==> src/rtl/lights_pkg.sv <==
// lights_pkg: state encoding, default pulse timing and word width for the LED strip serializer
package lights_pkg;
  localparam int LIGHT_W     = 24;
  localparam int T0H_DEF     = 4;
  localparam int T0L_DEF     = 8;
  localparam int T1H_DEF     = 8;
  localparam int T1L_DEF     = 4;
  localparam int RES_DEF     = 50;
  typedef enum logic [1:0] {IDLE, HIGH, LOW, LATCH} state_t;
  function automatic int max5(input int a, input int b, input int c, input int d, input int e);
    int m;
    m = a;
    m = (b > m) ? b : m;
    m = (c > m) ? c : m;
    m = (d > m) ? d : m;
    m = (e > m) ? e : m;
    return m;
  endfunction
endpackage

==> src/rtl/bit_timer.sv <==
// bit_timer: reloadable down-counter that flags when the current phase has run its course
module bit_timer #(
  parameter int W = 7
) (
  input  logic         clk,
  input  logic         rst,
  input  logic         load,
  input  logic [W-1:0] load_val,
  input  logic         en,
  output logic         done
);
  logic [W-1:0] cnt;
  // Reload on phase entry, otherwise count down and park at zero
  always_ff @(posedge clk or negedge rst)
    if (!rst) cnt <= '0;
    else cnt <= load ? load_val : (en && cnt != '0) ? cnt - 1'b1 : cnt;
  assign done = cnt == '0;
endmodule

==> src/rtl/light_serializer.sv <==
// light_serializer: sends one 24-bit RGB word per handshake as WS2812-style pulse-width-coded bits
module light_serializer
  import lights_pkg::*;
#(
  parameter int T0H        = T0H_DEF,
  parameter int T0L        = T0L_DEF,
  parameter int T1H        = T1H_DEF,
  parameter int T1L        = T1L_DEF,
  parameter int RES_CYCLES = RES_DEF
) (
  input  logic               clk,
  input  logic               rst,
  input  logic [LIGHT_W-1:0] light,
  input  logic               valid,
  output logic               ready,
  output logic               dout,
  output logic               busy
);
  localparam int CNT_W = $clog2(max5(T0H, T0L, T1H, T1L, RES_CYCLES)) + 1;
  localparam int BIT_W = $clog2(LIGHT_W);
  localparam logic [CNT_W-1:0] L_T0H = CNT_W'(T0H - 1);
  localparam logic [CNT_W-1:0] L_T0L = CNT_W'(T0L - 1);
  localparam logic [CNT_W-1:0] L_T1H = CNT_W'(T1H - 1);
  localparam logic [CNT_W-1:0] L_T1L = CNT_W'(T1L - 1);
  // The idle cycle in which ready is seen high is itself a low cycle, so LATCH
  // holds one cycle less and a held-valid back-to-back frame sees exactly
  // RES_CYCLES of low line between its last bit and the next rising edge.
  localparam logic [CNT_W-1:0] L_RES = CNT_W'(RES_CYCLES - 2);

  state_t             state;
  logic [LIGHT_W-1:0] shreg;
  logic [BIT_W-1:0]   bit_cnt;
  logic               accept;
  logic               load;
  logic               done;
  logic [CNT_W-1:0]   load_val;

  assign ready  = state == IDLE;
  assign busy   = ~ready;
  assign accept = ready && valid;

  // Timer reload value for whichever phase the FSM enters on this edge
  always_comb begin
    load     = accept || (done && state != IDLE);
    load_val = (state == IDLE) ? (light[LIGHT_W-1] ? L_T1H : L_T0H) :
               (state == HIGH) ? (shreg[LIGHT_W-1] ? L_T1L : L_T0L) :
               (state == LOW)  ? ((bit_cnt != '0) ? (shreg[LIGHT_W-2] ? L_T1H : L_T0H) : L_RES) :
                                 '0;
  end

  bit_timer #(.W(CNT_W)) u_timer (
    .clk      (clk),
    .rst      (rst),
    .load     (load),
    .load_val (load_val),
    .en       (busy),
    .done     (done)
  );

  // Frame FSM: owns the shift register, bit counter and registered line output
  always_ff @(posedge clk or negedge rst)
    if (!rst) begin
      state   <= IDLE;
      shreg   <= '0;
      bit_cnt <= '0;
      dout    <= 1'b0;
    end else begin
      case (state)
        IDLE:
          if (valid) begin
            shreg   <= light;
            bit_cnt <= BIT_W'(LIGHT_W - 1);
            state   <= HIGH;
            dout    <= 1'b1;
          end
        HIGH:
          if (done) begin
            state <= LOW;
            dout  <= 1'b0;
          end
        LOW:
          if (done && bit_cnt != '0) begin
            shreg   <= shreg << 1;
            bit_cnt <= bit_cnt - 1'b1;
            state   <= HIGH;
            dout    <= 1'b1;
          end else if (done) begin
            state <= LATCH;
          end
        LATCH:
          if (done) state <= IDLE;
        default: state <= IDLE;
      endcase
    end
endmodule

==> config.mk <==
export PLATFORM = sky130hd
export DESIGN_NAME = light_serializer
export DESIGN_NICKNAME = d
export VERILOG_FILES = /design/src/rtl/lights_pkg.sv /design/src/rtl/bit_timer.sv /design/src/rtl/light_serializer.sv
export SDC_FILE = /design/constraint.sdc
export NUM_CORES = 1
export LEC_CHECK = 0
export CAP_MARGIN = 20
export CORE_MARGIN = 5
export CORE_UTILIZATION = 45
export DETAILED_ROUTE_END_ITERATION = 6
export MAX_ROUTING_LAYER = met4
export PLACE_DENSITY = 0.66
export SLEW_MARGIN = 10
export SYNTH_ARGS = -nofsm -noshare
export SYNTH_HDL_FRONTEND = slang
export SYNTH_SLANG_ARGS = --single-unit
==> constraint.sdc <==
create_clock -name clk -period 2.25 [get_ports clk]
set_input_delay 0.3375 -clock clk [delete_from_list [all_inputs] [get_ports clk]]
set_output_delay 0.3375 -clock clk [all_outputs]
set_load 0.03 [all_outputs]
==> run summary <==
status = finished clean
share of cells above drive strength 1 = 0.122
Area growth, synth to finish = 24.4%
NetSw = 1090 uW
Die X = 77.3 um
Vert. Die Dim = 77.3 um
Root Buffer = clkbuf_8
fillers = 404
Cells after DPL = 282
GR Overflow Total = 0
Worst Path Arrival = 1.76 ns
I/O pin total = 30
ys async rst share = 1.00
Clock H-tree levels = 2
gr usage total = 0.162
Flop pwr share = 0.416
crit start category = register
clock network fraction of total power = 0.201
Comb pwr share = 0.383
CTS buffer count = 5
Worst R2R Path Depth = 7
post-route cell area = 2530 um^2
initial DRC count = 82
post-detail-place hpwl = 3190 um
CTS Sinks = 39
Worst VDD drop = 625 uV
non-filler cells, final = 290
via-per-instance ratio = 5.71
Mapped Avg Cell Area = 10.0 um^2
core area = 4380 um^2
final setup violating endpoints = 0
Post-synth EDFFs = 0
Rel. slew slack = 0.645
Post-Route Skew = 0.00719 ns
total negative slack = 0 ns
WL final = 4460 um
Placer Congestion = 0.833
Req. time, crit path = 1.91 ns
commonest non-fill, non-tap cell in the layout = dfrtp_1
Sw Share = 0.359
RR Startpoint = bit_cnt[0]$_DFFE_PN0P_
leak pwr = 0.00100 uW
WS Path Type = register to primary output
commonest non-fill, non-tap cells in the layout = 39 x dfrtp_1, 28 x clkdlybuf4s50_1, 25 x a21oi_1, 25 x nor3_1, 24 x mux2i_1
Fmax = 477 MHz
Int Pwr = 1960 uW
HP Class = primary input to asynchronous set/reset pin
largest net degree at the start of global routing = 25
synthesized area = 2040 um^2
IO buf count = 29
worst skew pair latency = 0.30 ns
period utilization = 0.932
post-layout min period = 2.10 ns
Synth Net Count = 233
crit-path max FO = 11
die area = 5970 um^2
Final #Nets = 267
power per cell area = 1200 nW/um^2
Pins Over Slew Limit = 0
via count = 1655
reg-to-reg critical path endpoint = u_timer.cnt[1]$_DFFE_PN0P_
Critical Path End Type = primary output
routed len/inst = 15.4 um
Seq/Total Area, Yosys = 0.479
first-pass GRT wire length = 7590 um
top_reg_cell synth = dfrtp_1
Pre-antenna DRT Iters = 4
Placement Rows = 24
Max Cap Viol = 0
starting density of the core = 0.464
RSZ-0062 raised after global routing = no
reg2reg setup slack = 0.16 ns
Yosys Warn Count = 0
TritonCTS clock tree = done
placed instance area = 2410 um^2
clock-pin slew on the worst setup and hold paths = 0.08 ns
FF+latch count, synth = 39
Max Buffers Root-to-Sink = 2
DRC = 0
Fin. Hold Viols = 0
Gate Count Post-Synth = 203
hold_buf cts = 0
DRT antenna net count = 0
initial antenna violation count = 0
Netlist cell types = 40
vias in the first global route = 1555
Ant. Diodes = 0
actual slew at the worst max-slew pin = 0.533 ns
## sequential cells by signal (all words and copies together) (netlist names)
signal,flops
bit_cnt,5
dout,1
shreg,24
state,2
u_timer.cnt,7
## critical path: stages, from the launching register on
cell and delay (ns):
dfrtp_1 0.50, nor2_1 0.25, clkdlybuf4s50_1 0.71
## synth_stat cells, types with 2 or more instances
master	n	area share
dfrtp_1	39	0.48
a21oi_1	25	0.061
nor3_1	25	0.061
mux2i_1	24	0.12
o21ai_0	10	0.025
nand2_1	8	0.015
nor2_1	8	0.015
clkbuf_1	7	0.013
inv_1	7	0.013
buf_6	4	0.022
nand3_1	4	0.0098
nor2b_1	4	0.012
o211ai_1	4	0.015
ha_1	3	0.018
a211oi_1	2	0.0074
a221o_1	2	0.0098
a31oi_1	2	0.0061
buf_1	2	0.0037
buf_2	2	0.0049
## through the flow
stage | utilization | power (uW) | hold slack, ns | worst slack, ns
after detailed placement | 0.550 | 2450 | 0.357 | 0.0905
after global routing | 0.578 | 3290 | 0.0595 | 0.0612
after global placement | 0.550 | 2420 | 0.352 | 0.167
after CTS | 0.576 | 3080 | 0.0312 | 0.0705
final | 0.578 | 3050 | 0.00857 | 0.154
after floorplan | - | 2070 | 0.0419 | 0.00131
## kinds of logic after synthesis
family | after synthesis | share of synthesized area
compound gates | 55 | 0.168
xor+xnor | 1 | 0.00430
fa+ha+maj | 3 | 0.0184
buf+inv | 22 | 0.0566
flops | 39 | 0.479
mux | 24 | 0.118
simple gates | 59 | 0.155
## layout make-up
cell class	instances	area, um^2	share of cell area
Sequential cell	39	976	0.385
Tap cell	52	65.1	0.0257
Clock buffer	6	82.6	0.0326
Clock inverter	2	35.0	0.0138
Multi-Input combinational cell	142	952	0.376
Inverter	7	26.3	0.0104
Timing Repair Buffer	42	395	0.156
## how the worst max path moves through the flow
| stage | from | endpoint | slack, ns | cells past startpoint |
|---|---|---|---|---|
| after floorplan | state[1]$_DFFE_PN0P_ | u_timer.cnt[2]$_DFFE_PN0P_ | 0.001 | 5 |
| after global placement | bit_cnt[0]$_DFFE_PN0P_ | u_timer.cnt[1]$_DFFE_PN0P_ | 0.17 | 7 |
| after detailed placement | bit_cnt[0]$_DFFE_PN0P_ | u_timer.cnt[1]$_DFFE_PN0P_ | 0.09 | 7 |
| after CTS | bit_cnt[0]$_DFFE_PN0P_ | u_timer.cnt[1]$_DFFE_PN0P_ | 0.07 | 7 |
| after global routing | state[1]$_DFFE_PN0P_ | busy | 0.06 | 3 |
| final | state[1]$_DFFE_PN0P_ | ready | 0.15 | 2 |
## routing by layer
layer	GRT usage	vias up	share of wire
met1	0.212	795	0.47
met5	-	-	0
met2	0.240	41	0.46
met4	0.0773	0	0.021
met3	0.0304	8	0.049
li1	-	811	-
## power groups by stage
stage | clock [uW] | sequential (uW) | combinational [uW]
2_1_floorplan | 0 | 1200 | 873
3_3_place_gp | 0 | 1270 | 1150
3_5_place_dp | 0 | 1280 | 1170
4_1_cts | 633 | 1270 | 1180
5_1_grt | 666 | 1310 | 1310
6_report | 614 | 1270 | 1170
## repair_timing
action                     4_1_cts  5_1_grt
buffers inserted                 0        0
resized for setup                0        3
setup endpoints to repair        0        1
Power figures use the tool's default switching activity.
